[src/rtl/mem_port_arbiter.sv]
// Two-requester (CPU/DMA) round-robin arbiter for a single memory port.
// Each access runs IDLE -> BUSY (fixed read/write length) -> DONE (ack) -> IDLE.
module mem_port_arbiter #(
  parameter int ADDR_W = 32,
  parameter int DATA_W = 32,
  parameter int RD_LAT = 2,
  parameter int WR_CYC = 2
) (
  input  logic              iCLK,
  input  logic              iRST,
  input  logic              iReq0,
  input  logic              iReq1,
  input  logic              iWe0,
  input  logic              iWe1,
  input  logic [ADDR_W-1:0] iAddr0,
  input  logic [ADDR_W-1:0] iAddr1,
  input  logic [DATA_W-1:0] iWData0,
  input  logic [DATA_W-1:0] iWData1,
  output logic              oGnt0,
  output logic              oGnt1,
  output logic              oAck0,
  output logic              oAck1,
  output logic [DATA_W-1:0] oRData0,
  output logic [DATA_W-1:0] oRData1,
  output logic [ADDR_W-1:0] oMemAddr,
  output logic [DATA_W-1:0] oMemWData,
  output logic              oMemWe,
  output logic              oMemRe,
  input  logic [DATA_W-1:0] iMemRData,
  output logic [1:0]        oState
);

  localparam logic [1:0] S_IDLE = 2'd0;
  localparam logic [1:0] S_BUSY = 2'd1;
  localparam logic [1:0] S_DONE = 2'd2;

  localparam logic [2:0] RD_LOAD = 3'(RD_LAT - 1);
  localparam logic [2:0] WR_LOAD = 3'(WR_CYC - 1);

  logic [1:0]        state_q, state_d;
  logic [2:0]        cnt_q, cnt_d;
  logic              sel_q, sel_d;
  logic              we_q, we_d;
  logic              last_q, last_d;
  logic [ADDR_W-1:0] addr_q, addr_d;
  logic [DATA_W-1:0] wdata_q, wdata_d;
  logic [DATA_W-1:0] rdata0_q, rdata0_d;
  logic [DATA_W-1:0] rdata1_q, rdata1_d;

  logic win_s;
  logic busy_s;
  logic done_s;

  // On a tie the requester that was not granted last time wins.
  assign win_s = (iReq0 & iReq1) ? ~last_q : iReq1;

  // Next-state logic: arbitration, access latching and read-data capture.
  always_comb begin
    state_d  = state_q;
    cnt_d    = cnt_q;
    sel_d    = sel_q;
    we_d     = we_q;
    last_d   = last_q;
    addr_d   = addr_q;
    wdata_d  = wdata_q;
    rdata0_d = rdata0_q;
    rdata1_d = rdata1_q;
    case (state_q)
      S_IDLE: begin
        if (iReq0 | iReq1) begin
          state_d = S_BUSY;
          sel_d   = win_s;
          last_d  = win_s;
          we_d    = win_s ? iWe1 : iWe0;
          addr_d  = win_s ? iAddr1 : iAddr0;
          wdata_d = win_s ? iWData1 : iWData0;
          cnt_d   = (win_s ? iWe1 : iWe0) ? WR_LOAD : RD_LOAD;
        end else begin
          state_d = S_IDLE;
        end
      end
      S_BUSY: begin
        if (cnt_q == 3'd0) begin
          state_d = S_DONE;
          if (!we_q) begin
            if (sel_q) begin
              rdata1_d = iMemRData;
            end else begin
              rdata0_d = iMemRData;
            end
          end else begin
            rdata0_d = rdata0_q;
          end
        end else begin
          cnt_d = cnt_q - 3'd1;
        end
      end
      S_DONE: begin
        state_d = S_IDLE;
      end
      default: begin
        state_d = S_IDLE;
        cnt_d   = 3'd0;
      end
    endcase
  end

  // State registers; pointer resets to 1 so requester 0 wins the first tie.
  always_ff @(posedge iCLK or posedge iRST) begin
    if (iRST) begin
      state_q  <= S_IDLE;
      cnt_q    <= 3'd0;
      sel_q    <= 1'b0;
      we_q     <= 1'b0;
      last_q   <= 1'b1;
      addr_q   <= '0;
      wdata_q  <= '0;
      rdata0_q <= '0;
      rdata1_q <= '0;
    end else begin
      state_q  <= state_d;
      cnt_q    <= cnt_d;
      sel_q    <= sel_d;
      we_q     <= we_d;
      last_q   <= last_d;
      addr_q   <= addr_d;
      wdata_q  <= wdata_d;
      rdata0_q <= rdata0_d;
      rdata1_q <= rdata1_d;
    end
  end

  // Strobes decode only legal states, so the unreachable state drives all low.
  assign busy_s    = (state_q == S_BUSY);
  assign done_s    = (state_q == S_DONE);
  assign oGnt0     = (busy_s | done_s) & ~sel_q;
  assign oGnt1     = (busy_s | done_s) & sel_q;
  assign oAck0     = done_s & ~sel_q;
  assign oAck1     = done_s & sel_q;
  assign oMemRe    = busy_s & ~we_q;
  assign oMemWe    = busy_s & we_q;
  assign oMemAddr  = addr_q;
  assign oMemWData = wdata_q;
  assign oRData0   = rdata0_q;
  assign oRData1   = rdata1_q;
  assign oState    = state_q;

endmodule

[config.mk]
export PLATFORM = sky130hd
export DESIGN_NAME = mem_port_arbiter
export DESIGN_NICKNAME = d
export VERILOG_FILES = /design/src/rtl/mem_port_arbiter.sv
export SDC_FILE = /design/constraint.sdc
export NUM_CORES = 1
export LEC_CHECK = 0
export CORE_ASPECT_RATIO = 1.25
export CORE_UTILIZATION = 40
export DETAILED_ROUTE_END_ITERATION = 7
export PLACE_DENSITY = 0.81
export SYNTH_ARGS = -nofsm -noshare
export SYNTH_HDL_FRONTEND = slang
export SYNTH_SLANG_ARGS = --single-unit
[constraint.sdc]
create_clock -name iCLK -period 5 [get_ports iCLK]
set_input_delay 1 -clock iCLK [delete_from_list [all_inputs] [get_ports iCLK]]
set_output_delay 1 -clock iCLK [all_outputs]
set_load 0.05 [all_outputs]
==> results of run 1 <==
## path summary, 6_finish.rpt
path / endpoint / slack [ns] / cells after the start
min: oMemWData[27] / 0.47 / 2
min in group asynchronous: oRData0[19] / 0.90 / 2
max: oMemRe / 1.71 / 4
max reg2reg: oMemWData[14] / 2.81 / 5
min reg2reg: oMemWData[27] / 0.47 / 2
max in group asynchronous: oRData0[7] / 3.19 / 3
## worst min-delay path, cell delays in order (launching register included)
cell and delay, ns:
sky130_fd_sc_hd__dfrtp_1 0.34, sky130_fd_sc_hd__nand2_1 0.04, sky130_fd_sc_hd__o21ai_0 0.06
## final cells by class
cell class              instances  area (um^2)
fillers                      1023         4400
flip-flops and latches        136         3400
repair buffers                307         3070
multi-input cells             297         2250
clock buffers                  19          433
well taps                     175          219
clock inverters                13          194
inverters                       6         25.0
## cells in the mapped netlist (2+ instances only)
cell type                  number
sky130_fd_sc_hd__o31ai_1        2
sky130_fd_sc_hd__nand3_1        3
sky130_fd_sc_hd__o21ai_0       68
sky130_fd_sc_hd__ha_1           5
sky130_fd_sc_hd__mux2i_1       66
sky130_fd_sc_hd__and2_1         3
sky130_fd_sc_hd__inv_1          6
sky130_fd_sc_hd__buf_6          3
sky130_fd_sc_hd__buf_2          3
sky130_fd_sc_hd__nor2b_1        4
sky130_fd_sc_hd__clkbuf_1      12
sky130_fd_sc_hd__buf_1          2
sky130_fd_sc_hd__nand2_1       67
sky130_fd_sc_hd__mux2_2        62
sky130_fd_sc_hd__mux2_1         2
sky130_fd_sc_hd__dfrtp_1      135
sky130_fd_sc_hd__buf_4          8
sky130_fd_sc_hd__nand2b_1       2
## metal layers
layer,vias to the layer above,routed length (um)
li1,2221,-
met1,2249,5920
met2,211,8490
met3,13,1600
met4,0,164
met5,-,0
## report_power, final
| group | total, mW | leakage (nW) | switching [mW] | internal [mW] |
|---|---|---|---|---|
| registers | 1.98 | 1.64 | 0.309 | 1.67 |
| logic | 4.39 | 2.30 | 2.86 | 1.53 |
| clock network | 1.32 | 0.302 | 0.475 | 0.841 |
## stage by stage
stage                     hold slack, ns  setup WS [ns]
after floorplan                    0.457          0.362
after global placement             0.462           1.84
after detailed placement           0.469           1.72
after CTS                          0.482           1.71
after global routing               0.505           1.62
final                              0.474           1.71
## cell families (layout without fill, tap and decap cells)
family                     Yosys count  after routing  synth area share (%)
buffers and inverters               35            345                  3.24
and+or+nand+nor                     85             85                  6.53
muxes                              130            130                  23.7
AOI/OAI and AO/OA                   77             77                  6.96
adders and majority gates            5              5                  1.07
DFF                                136            136                  58.5
## registers in the layout (all words and copies together), names as in the netlist
| register | cells |
|---|---|
| oRData1 | 32 |
| oState | 2 |
| oMemWData | 32 |
| sel_q | 1 |
| last_q | 1 |
| oRData0 | 32 |
| cnt_q | 3 |
| oMemAddr | 32 |
| we_q | 1 |
==> run summary, run 1 <==
The floorplan has 48 rows. The first global-routing pass estimated 24,200 um of wire. In this design, the largest share of critical-path delay is due to buffers and inverters. The count of buffering cells on the critical path with inverters included is 2.

The initial antenna violation count is 0. Relative to the synthesized area, the layout overhead comes to 64.7%. The peak ir drop on the vdd network came out at 511 uV.

The DRC violations left came out at 0. The final net count is 936. The worst max-slew margin expressed relative to the limit is 26.4%. In this run the most critical hold path is launched from oMemWData[27]. The number of clock buffers inserted by TritonCTS is 17.

The final antenna-violating net count came out at 0. The number of global-route vias before repair is 4,871. The maximum buffer depth of the clock tree came out at 2.

The post-route setup TNS is 0 ns. The number of maximum-capacitance violations came out at 0. The met1 global-route usage came out at 22.9%. The clock tree from TritonCTS is built. The detailed router finished its first iteration with 128 violations. The die width is 110 um.

In this run the standard cell core region covers 0.0140 mm^2. The share of synthesized flip-flops with an asynchronous set or reset came out at 100%. The final critical-path required period came out at 3.29 ns. The detailed placer's ending HPWL came out at 12,000 um. For the pin with the worst max-slew slack, the measured transition is 1.10 ns. The final weighted congestion in routability-driven placement came out at 0.743. The wire length after detailed routing came out at 16,200 um. The biggest area contributor in the post-synthesis netlist is sky130_fd_sc_hd__dfrtp_1. The prevailing post-synth register cell is sky130_fd_sc_hd__dfrtp_1. 302 I/O pins were placed. The final core area utilization came out at 68.6%. The maximum frequency from static timing analysis is 304 MHz. Leaving out filler cells and counting taps, the final layout contains 953.

The worst register-to-register path begins at oState[0]. The critical path starts at oState[1]. At the worst endpoint, the required time is 4.00 ns.

The met3 capacity usage during global routing came out at 7.38%. The run finished with clean final reports. The slowest stage of the critical path belongs to the cell sky130_fd_sc_hd__clkdlybuf4s50_1. In this run the most used layer during global routing was met2. The count of endpoints failing hold in the final timing report is 0. Dividing the detail-routed wire length by the instance count gives 17.0 um. The setup clock skew after layout came out at 0.00789 ns. The y dimension of the die came out at 137 um. Ranked by total cell area, the synthesized netlist is headed by sky130_fd_sc_hd__dfrtp_1, sky130_fd_sc_hd__mux2_2, sky130_fd_sc_hd__mux2i_1, sky130_fd_sc_hd__o21ai_0, sky130_fd_sc_hd__nand2_1.

By startpoint and endpoint, the worst setup path is classified as flip-flop to output pin. STA classifies the critical path endpoint as an output pin. The number of resized instances in the post-cts repair step is 0. Averaged over all synthesized cells, the footprint is 12.4 um^2.

The max-slew violation total from the final report came to 0. The clock root buffer is sky130_fd_sc_hd__clkbuf_16. The aggregate global-route resource usage came out at 21.4%. The startpoint type of the worst setup path is a flip-flop. The number of enable-type register cells in the synthesized netlist is 0. After detailed placement, the total cell area comes to 0.00897 mm^2.

Clock tree synthesis found a total of 136 sinks. For this run, the number of Yosys warnings is 0. Synthesis handed over a netlist of 468 instances. The repair_antennas step left the layout with diodes totalling 0. The netlist area before placement came out at 0.00582 mm^2.

The die area came out at 0.0150 mm^2. Traced cell by cell, the critical path runs through inv_1 -> ha_1 -> and2b_2 -> clkdlybuf4s50_1. The starting density of the core came out at 41.6%. Once placement completed, the tool counted placed cells totaling 921. The flip-flop and latch count after synthesis came out at 136. The static leakage is 4.25 nW.

Overall power consumption after layout is estimated at 7.68 mW. The biggest fanout along the worst timing path came out at 10. The proportion of layout cells with a drive suffix above 1 is 13.4%. The library cell used most frequently in the layout, excluding fill and tap cells, is sky130_fd_sc_hd__clkdlybuf4s50_1.

The clock latency on the worst-skew pair is 0.40 ns. The count of different cell masters after synthesis is 33. The number of port buffers is 301. Setup violations remaining at the end of the flow were counted as 0. Dividing the final minimum period by the clock period gives 65.9%.

The pin count of the biggest net entering global routing is 133. Setup repair after global routing left no endpoint under its margin. The register area share after synthesis came out at 58.5%. The via count normalized by instance count came out at 4.93. The clock edge transition at the registers on the reported setup and hold paths came out at 0.06 ns.

The cell area power density came out at 801 mW/mm^2. The number of hold buffers added after cts is 0. The number of H-tree levels came out at 4. The cell area after layout came out at 0.00959 mm^2. The global-route congestion overflow total is 0.

The fraction of post-synthesis cell area in the top cell type by area is 58.0%. The synthesized netlist net count came out at 639. After clock tree synthesis, the setup repair step added 0 buffers. The largest stage delay on the critical path is 0.83 ns. The path class of the tightest hold or removal check is flip-flop to flip-flop. The first TritonRoute pass finished after 4 iterations. The global-route met2 utilization came out at 39.7%. The arrival time at the worst endpoint came out at 2.29 ns.

The total vias in the final route is 4,694. In the layout the commonest cells are sky130_fd_sc_hd__clkdlybuf4s50_1, sky130_fd_sc_hd__dfrtp_1, sky130_fd_sc_hd__o21ai_0.
No activity file was read; power rests on OpenSTA's default activity.
==> run 2, diff against run 1 <==
- CORE_UTILIZATION: 40 -> 36
- PLACE_DENSITY: 0.81 -> 0.77
- clock period: 5 -> 2.75 ns (I/O delays scaled with it)
==> run summary, run 2 (synthesis results as in run 1) <==
The placed cell count came out at 965. The static leakage is 4.31 nW. The total internal power is 7.05 mW. The row count came out at 51.

The setup-violating endpoint count in the final report came out at 0. The net load switching power is 6.70 mW. The first global-routing pass estimated 24,800 um of wire.

The total inserted antenna cells came out at 0. The run finished with clean final reports. The I/O pin total came out at 302. Counting both buffers and inverters, the worst setup path holds a total of 2. For this block, the initial DRC count from the detailed router was 170. The clock edge transition at the registers on the reported setup and hold paths is 0.06 ns. The final instance count without filler cells is 997.

The count of endpoints failing hold in the final timing report is 0. At the pin with the least slew margin, the transition time is 0.611 ns. Traced cell by cell, the critical path runs through inv_1 -> ha_1 -> and2b_2 -> dlygate4sd2_1. The setup clock skew after layout is 0.00548 ns. Among all stages on the critical path, the largest delay is contributed by sky130_fd_sc_hd__dlygate4sd2_1. The library cells used most frequently in the layout, excluding fill and tap cells, are sky130_fd_sc_hd__clkdlybuf4s50_1, sky130_fd_sc_hd__dfrtp_1, sky130_fd_sc_hd__o21ai_0. The die area is 0.0167 mm^2. Setup repair after global routing left no endpoint under its margin. Across all hold checks on the routed design, the worst slack comes to 0.477 ns. The filler cell count came out at 1,276. The wire length after detailed routing is 16,300 um. The clock tree from TritonCTS is built. Registers are responsible for 26.1% of the overall power. STA classifies the critical path startpoint as a flip-flop. The critical path is of the flip-flop to output pin type. The biggest fanout along the worst timing path came out at 10. Timing would allow up to 393 MHz. Leaving out fill and tap cells, the most frequent cell in the layout is sky130_fd_sc_hd__clkdlybuf4s50_1. The maximum buffer depth of the clock tree came out at 2. After floorplanning, the core was sized to cover 0.0157 mm^2. The number of global-route vias before repair is 4,926.

The final antenna-violating net count is 0. The max-slew violation total from the final report is 0. The worst setup path is captured at an output pin.

The sum of internal, switching and leakage power is 13.7 mW. The clock network is responsible for 15.5% of the overall power. The number of H-tree levels came out at 4. The final net count is 943. The y dimension of the die is 144 um. The number of clock buffers inserted by TritonCTS is 17.

The number of maximum-capacitance violations came out at 0. The arrival time at the worst endpoint came out at 1.99 ns. The pin count of the biggest net entering global routing is 87. After detailed routing, the number of remaining DRC violations is 0. The proportion of layout cells with a drive suffix above 1 is 14.4%. The initial antenna violation count was 0. The kind of cell with the highest combined delay along the critical path is buffers and inverters.

After clock tree synthesis, the flow added hold-fix buffers numbering 0. The routed layout has 4,703 vias. The sequential cell area came out at 0.00340 mm^2.

The area occupied by multi-input gates is 0.00225 mm^2. The final critical-path required period came out at 2.54 ns. The total number of clock tree sinks came out at 136.

The clock root buffer is sky130_fd_sc_hd__clkbuf_16. Summed over all layers, the global routing overflow is 0. The congestion estimate from routability-driven global placement came to 0.824. The switching part of the total power is 48.7%.

In this run the worst hold path is classified as flip-flop to flip-flop. The largest stage delay on the critical path is 0.54 ns. The number of port buffers is 301. The relative area change from synthesis to final layout is 66.4%. Across the VDD grid, the largest voltage drop is 626 uV. In the global route stage, overall resource usage came out at 20.0%. The via count normalized by instance count came out at 4.72. The required arrival time at the worst endpoint is 2.20 ns. For this design the ratio of total power to cell area is 1420 mW/mm^2. Before antenna repair, the detailed router went through 4 iterations.

The final critical path takes up 92.5% of the cycle. The clock latency on the worst-skew pair came out at 0.42 ns. The wire length per cell is 16.3 um. The proportion of power drawn by combinational gates is 58.5%.

The detailed placer's ending HPWL came out at 12,600 um. The post-route setup TNS came out at 0 ns. Measured against its own limit, the worst slew margin works out to 59.2%. The die width came out at 116 um. The starting density of the core came out at 37.1%.
run 2: layer usage:
metal / GRT usage, % / routed length [um]
met5: 0 / 0
met4: 6.88 / 266
met3: 8.34 / 1670
met2: 37.0 / 8590
met1: 19.8 / 5750
run 2: final timing paths:
check | slack [ns] | start | cells past startpoint | endpoint
worst min-delay path | 0.48 | oMemAddr[7] | 2 | oMemAddr[7]
max in group asynchronous | 1.48 | iRST | 3 | last_q
worst max register to register | 0.58 | cnt_q[0] | 6 | oRData1[18]
worst max-delay path | 0.21 | oState[1] | 4 | oMemRe
min in group asynchronous | 0.53 | iRST | 2 | oRData1[12]
worst min register to register | 0.48 | oMemAddr[7] | 2 | oMemAddr[7]
run 2: final cells by class:
class	count	share of cell area, %
Sequential cell	136	35.1
Timing Repair Buffer	314	32.9
Multi-Input combinational cell	297	23.2
Clock buffer	17	4.39
Tap cell	212	2.74
Clock inverter	15	1.37
Inverter	6	0.271
run 2: what timing repair did:
item / CTS / global route
endpoints found under the hold margin: 0 / 0
setup endpoints to repair: 4 / 2
buffers inserted: 0 / 0
resized for setup: 4 / 2
run 2: power by group through the flow:
stage | clock network (mW) | registers, mW | logic (mW)
2_1_floorplan | 0 | 6.90 | 1.92
4_1_cts | 2.19 | 3.58 | 8.10
3_5_place_dp | 0 | 3.61 | 8.09
3_3_place_gp | 0 | 3.55 | 7.95
5_1_grt | 2.27 | 3.71 | 8.45
6_report | 2.13 | 3.58 | 8.04
run 2: worst min-delay path, stage by stage, from the launching register on:
cell and delay (ns):
sky130_fd_sc_hd__dfrtp_1 0.34, sky130_fd_sc_hd__nand2_1 0.04, sky130_fd_sc_hd__o21ai_0 0.06
run 2: through the flow:
step | setup WS (ns) | area (um^2) | util [%]
floorplan | 0.414 | 5830 | -
global placement | 0.414 | 9130 | 58.2
detailed placement | 0.370 | 9130 | 58.2
CTS | 0.00809 | 9680 | 61.7
global route | 0.0855 | 9690 | 61.7
finish | 0.207 | 9690 | 61.7
